[src/rtl/enc_pkg.sv]
// Shared constants for the quadrature encoder front end.
//   Q00/Q10/Q11/Q01   : quadrature states, written as {A,B}
//   DECODE_X1/X4      : decode mode selectors
//   ERR_CNT_W         : width of the saturating illegal-transition counter
//   fwd_next()        : next state in the forward direction 00->10->11->01->00
package enc_pkg;

    localparam logic [1:0] Q00 = 2'b00;
    localparam logic [1:0] Q10 = 2'b10;
    localparam logic [1:0] Q11 = 2'b11;
    localparam logic [1:0] Q01 = 2'b01;

    localparam int DECODE_X1 = 1;
    localparam int DECODE_X4 = 4;

    localparam int ERR_CNT_W = 8;

    function automatic logic [1:0] fwd_next(input logic [1:0] q);
        logic [1:0] n;
        case (q)
            Q00:     n = Q10;
            Q10:     n = Q11;
            Q11:     n = Q01;
            default: n = Q00;
        endcase
        return n;
    endfunction

endpackage

[src/rtl/enc_glitch_filter.sv]
// One encoder channel: 2-flop synchronizer followed by a persistence filter.
// The filtered level only follows the synchronized input once the two have
// disagreed for FILT_LEN consecutive cycles, so shorter pulses are dropped.
//   clk  : system clock
//   rst  : asynchronous active-high reset
//   raw  : asynchronous channel input
//   filt : synchronized, debounced channel level
module enc_glitch_filter #(
    parameter int FILT_LEN = 4
) (
    input  logic clk,
    input  logic rst,
    input  logic raw,
    output logic filt
);

    localparam int CW = $clog2(FILT_LEN + 1);
    localparam logic [CW-1:0] LAST = CW'(FILT_LEN - 1);

    logic          sync1;
    logic          sync2;
    logic [CW-1:0] cnt;

    always_ff @(posedge clk or posedge rst) begin
        if (rst) begin
            sync1 <= 1'b0;
            sync2 <= 1'b0;
            cnt   <= '0;
            filt  <= 1'b0;
        end else begin
            sync1 <= raw;
            sync2 <= sync1;
            if (sync2 != filt) begin
                // Accept on the cycle the count would reach FILT_LEN.
                if (cnt == LAST) begin
                    filt <= sync2;
                    cnt  <= '0;
                end else begin
                    cnt <= cnt + CW'(1);
                end
            end else begin
                cnt <= '0;
            end
        end
    end

endmodule

[src/rtl/quad_encoder_frontend.sv]
// Quadrature encoder front end: conditions raw A/B channels and decodes them
// into a step stream with direction, signed position and illegal-transition
// tracking. The ticks level feeds the downstream rpm-measurement stage.
//   CLK, RST    : clock, asynchronous active-high reset
//   enc_a/enc_b : raw asynchronous encoder channels
//   clear       : synchronous position clear (wins over a coincident step)
//   ticks       : toggles on every counted step
//   tick_pulse  : 1-cycle strobe per counted step
//   dir         : 1 = last step forward, 0 = reverse
//   pos         : signed wrapping step count
//   err         : 1-cycle strobe on a both-bits-changed transition
//   err_cnt     : saturating illegal-transition count
module quad_encoder_frontend
    import enc_pkg::*;
#(
    parameter int FILT_LEN = 4,
    parameter int POS_W    = 16,
    parameter int DECODE   = 4
) (
    input  logic                    CLK,
    input  logic                    RST,
    input  logic                    enc_a,
    input  logic                    enc_b,
    input  logic                    clear,
    output logic                    ticks,
    output logic                    tick_pulse,
    output logic                    dir,
    output logic signed [POS_W-1:0] pos,
    output logic                    err,
    output logic [ERR_CNT_W-1:0]    err_cnt
);

    localparam int PRIME_N = 2 + FILT_LEN;
    localparam int PW      = $clog2(PRIME_N + 1);
    localparam logic [PW-1:0] PRIME_LAST = PW'(PRIME_N);
    localparam logic signed [POS_W-1:0] ONE = POS_W'(1);

    logic          filt_a;
    logic          filt_b;
    logic [1:0]    cur;
    logic [1:0]    prev;
    logic [PW-1:0] prime_cnt;
    logic          primed;
    logic          step;
    logic          step_fwd;
    logic          illegal;

    enc_glitch_filter #(.FILT_LEN(FILT_LEN)) u_filt_a (
        .clk  (CLK),
        .rst  (RST),
        .raw  (enc_a),
        .filt (filt_a)
    );

    enc_glitch_filter #(.FILT_LEN(FILT_LEN)) u_filt_b (
        .clk  (CLK),
        .rst  (RST),
        .raw  (enc_b),
        .filt (filt_b)
    );

    assign cur = {filt_a, filt_b};

    // The filters can make their first flip on the cycle the count reaches
    // PRIME_N; primed rises one cycle later so prev has absorbed that flip
    // and an input held non-zero through reset is never seen as a transition.
    always_ff @(posedge CLK or posedge RST) begin
        if (RST) begin
            prime_cnt <= '0;
            primed    <= 1'b0;
            prev      <= Q00;
        end else begin
            prev <= cur;
            if (prime_cnt == PRIME_LAST) begin
                primed <= 1'b1;
            end else begin
                prime_cnt <= prime_cnt + PW'(1);
            end
        end
    end

    always_comb begin
        step     = 1'b0;
        step_fwd = 1'b0;
        illegal  = primed && (cur == ~prev);
        if (DECODE == DECODE_X1) begin
            // A rising with B steady; B low means forward.
            step     = primed && !prev[1] && cur[1] && (cur[0] == prev[0]);
            step_fwd = !cur[0];
        end else begin
            step_fwd = (cur == fwd_next(prev));
            step     = primed && (step_fwd || (prev == fwd_next(cur)));
        end
    end

    always_ff @(posedge CLK or posedge RST) begin
        if (RST) begin
            ticks      <= 1'b0;
            tick_pulse <= 1'b0;
            dir        <= 1'b0;
            pos        <= '0;
            err        <= 1'b0;
            err_cnt    <= '0;
        end else begin
            tick_pulse <= step;
            err        <= illegal;
            if (step) begin
                ticks <= ~ticks;
                dir   <= step_fwd;
            end
            if (clear) begin
                pos <= '0;
            end else if (step) begin
                pos <= step_fwd ? pos + ONE : pos - ONE;
            end
            if (illegal && (err_cnt != '1)) begin
                err_cnt <= err_cnt + ERR_CNT_W'(1);
            end
        end
    end

endmodule

[config.mk]
export PLATFORM = sky130hd
export DESIGN_NAME = quad_encoder_frontend
export DESIGN_NICKNAME = d
export VERILOG_FILES = /design/src/rtl/enc_pkg.sv /design/src/rtl/enc_glitch_filter.sv /design/src/rtl/quad_encoder_frontend.sv
export SDC_FILE = /design/constraint.sdc
export NUM_CORES = 1
export LEC_CHECK = 0
export CAP_MARGIN = 20
export CORE_UTILIZATION = 60
export CTS_BUF_LIST = sky130_fd_sc_hd__clkbuf_4 sky130_fd_sc_hd__clkbuf_8 sky130_fd_sc_hd__clkbuf_16
export CTS_CLUSTER_DIAMETER = 30
export CTS_CLUSTER_SIZE = 24
export DETAILED_ROUTE_END_ITERATION = 8
export PLACE_DENSITY_LB_ADDON = 0.3
export SETUP_SLACK_MARGIN = 0.4
export SLEW_MARGIN = 10
export SYNTH_ARGS = -nofsm -noshare
export SYNTH_HDL_FRONTEND = slang
export SYNTH_SLANG_ARGS = --single-unit
[constraint.sdc]
create_clock -name CLK -period 6.7 [get_ports CLK]
set_input_delay 1.34 -clock CLK [delete_from_list [all_inputs] [get_ports CLK]]
set_output_delay 1.34 -clock CLK [all_outputs]
set_load 0.1 [all_outputs]
==> flow_metrics.py <==
metrics = {
    "status": {
        "status": "finished clean",
    },
    "route": {
        "drt_iter0_markers": 181,
        "vias": 2070,
        "wl_um": 5210,
        "drt-vias-per-instance": 6.03,
        "drtPass1Iterations": 4,
        "wire_per_inst_um": 15.2,
        "ant_nets": 0,
        "drc": 0,
    },
    "yosys": {
        "synthMuxAreaShare_pct": 1.66,
        "seq_area_frac_synth_pct": 43.7,
        "yosys-top-cells-count": "dfrtp_1 (46), nand2_1 (29), a21oi_1 (23), ha_1 (21), xnor2_1 (16)",
        "synth_top_family_by_area": "simple AND/OR/NAND/NOR gates",
        "synth_compound_area_share_pct": 14.3,
        "synth_top_flop_cell": "dfrtp_1",
        "ys_async_sr_fraction_pct": 100,
        "yosys.area_share.simple_pct": 18.2,
        "synth_area_leaders": "dfrtp_1 (44%), ha_1 (10%), xnor2_1 (5.3%)",
        "synth-xor-area-share_pct": 8.32,
        "yosys.area.top_type": "dfrtp_1",
        "synth_edf_count": 0,
        "synth_cell_types": 44,
        "netlist_instances": 262,
        "synth_adder_area_share_pct": 10.7,
        "netlist.area_leader.share_pct": 43.7,
        "yosysMostFrequentCell": "dfrtp_1",
        "ys_ff_latch": 46,
        "avgSynthCellArea_um2": 10.0,
        "netlist_area_um2": 2630,
        "synth_fp_nets": 289,
        "synth-warning-count": 0,
    },
    "worst_setup_path": {
        "worst-path-stages": 1,
        "end_kind": "output port",
        "worstPathRequired_ns": 5.36,
        "ff2ff_path_depth": 10,
        "critical_path_class": "flip-flop to output port",
        "rrSetupSlack_ns": 3.44,
        "slowest_delay_ns": 1.17,
        "crit_family": "buffers and inverters",
        "r2r_start": "u_filt_a.filt",
        "crit_start": "pos[0]",
        "cp_cell_sequence": "clkdlybuf4s50_1",
        "cpMaxStageDelayCell": "clkdlybuf4s50_1",
        "startpoint_type": "flip-flop",
        "worstPathMaxFanout": 5,
        "worst_ep_arrival_time_ns": 1.94,
        "crit_buf_inv": 1,
        "crit_path_end": "pos[0]",
        "timing.rr.end": "pos[12]",
    },
    "final_layout": {
        "multiInputGateArea_um2": 1400,
        "seq_area_um2": 1150,
        "num_antenna_cells": 0,
        "drive_gt1_share_pct": 4.78,
        "area_growth_syn_to_layout_pct": 15.8,
        "num-nets-final": 319,
        "fillers": 299,
    },
    "clocking": {
        "ctsHoldBuffers": 0,
        "clock_path_buffers": 2,
        "cts_resized": 0,
        "insertion_delay_ns": 0.30,
        "cts_tree": "done",
        "htreeDepth": 2,
        "cts.sinks": 46,
        "root_buffer": "clkbuf_8",
        "clkTransAtPathRegs_ns": 0.08,
        "cts_buffers": 5,
        "post-cts-setup-buffers": 0,
    },
    "timing": {
        "worst_pin_slew_ns": 0.978,
        "skew_ns": 0.00661,
        "timing.slew.headroom_pct": 34.6,
        "worst_slack_ns": 3.42,
        "tns_ns": 0,
        "fin_crit_ns": 3.28,
        "setup_viol": 0,
        "fmax_ghz": 0.305,
        "drv_slew": 0,
        "timing_hold_violations_final": 0,
        "finalCritPeriodShare_pct": 49.0,
        "rsz0062_at_grt": "false",
    },
    "die": {
        "initial_core_util_pct": 64.0,
        "ioPinCount": 33,
        "die-area_um2": 4660,
        "die_y_um": 68.2,
        "fp.dieW_um": 68.2,
        "num_rows": 23,
        "coreArea_um2": 4120,
    },
    "worst_hold_path": {
        "min_from": "u_filt_b.sync1",
        "hp-class": "flip-flop to flip-flop",
    },
    "place": {
        "place_congestion": 0.884,
        "hpwlAfterDp_um": 3730,
        "port_buffers": 32,
        "dp_slack_ns": 3.52,
    },
    "grt": {
        "grt_pass1_vias": 1866,
        "antenna_found_initial": 0,
        "grt.overflow.total": 0,
        "gr-usage-all-layers_pct": 24.9,
        "grt_pass1_wl_um": 8470,
        "grt_max_degree": 47,
    },
    "run": {
        "max-cap-violations": 0,
    },
}
cell usage in the layout (no fill, tap or decap), drive strengths merged, types with 2 or more instances in the layout:
cell           instances
nor3b                  3
nand2b                 2
mux2                   3
nor4b                  2
a21oi                 23
clkdlybuf4s50         32
dfrtp                 46
o21bai                 4
nor2b                  4
a31oi                  3
xor2                   9
a211oi                 2
a21o                   8
nand3b                 5
nand4                  7
o21ai                 10
inv                    8
or4                    3
nand3                  6
and3                   5
xnor2                 16
clkinv                 2
ha                    21
nand4b                 3
nor3                   5
nand2                 29
nor2                  13
a221oi                 2
clkbuf                 5
through the flow:
step | util [%] | hold slack [ns] | std cells | cell area, um^2
global placement | 71.9 | 0.335 | 335 | 2960
global route | 74.1 | 0.364 | 343 | 3050
CTS | 74.1 | 0.361 | 343 | 3050
finish | 74.1 | 0.356 | 343 | 3050
detailed placement | 71.9 | 0.340 | 335 | 2960
floorplan | - | 0.331 | 262 | 2630
kinds of logic (layout without fill, tap and decap cells):
logic type,after synthesis,count (layout)
and+or+nand+nor,90,90
AOI/OAI and AO/OA,59,59
DFF,46,46
xor gates and xnor gates,25,25
adders and majority gates,22,22
buffers and inverters,16,47
muxes,4,4
flip-flops by register name (all words and copies together), names as in the netlist, 2 cells and up:
register,flops
u_filt_b.cnt,3
err_cnt,8
u_filt_a.cnt,3
prime_cnt,3
prev,2
pos,16
routing by layer:
layer	share of wire (%)	GRT usage, %	up-vias
li1	-	-	1004
met1	47	34.6	988
met2	47	37.3	64
met3	4.2	5.83	14
met4	2.2	9.90	0
met5	0	0	-
worst min-delay path by stage:
| stage | endpoint | slack (ns) | cells after the start |
|---|---|---|---|
| 6_report | u_filt_b.sync2 | 0.36 | 0 |
| 5_1_grt | u_filt_b.sync2 | 0.36 | 0 |
| 4_1_cts | u_filt_b.sync2 | 0.36 | 0 |
| 3_5_place_dp | u_filt_b.sync2 | 0.34 | 0 |
| 3_3_place_gp | u_filt_a.sync2 | 0.34 | 0 |
| 2_1_floorplan | u_filt_a.sync2 | 0.33 | 0 |
layout make-up:
cell class,instances,share of cell area [%]
multi-input combinational,200,45.9
sequential,46,37.8
timing repair buffer,32,10.5
clock buffer,5,2.26
tap,50,2.05
inverter,7,0.862
clock inverter,3,0.616
Power is not shown: default switching activity piles up to over one toggle a cycle in this logic, so the estimate is an artifact.
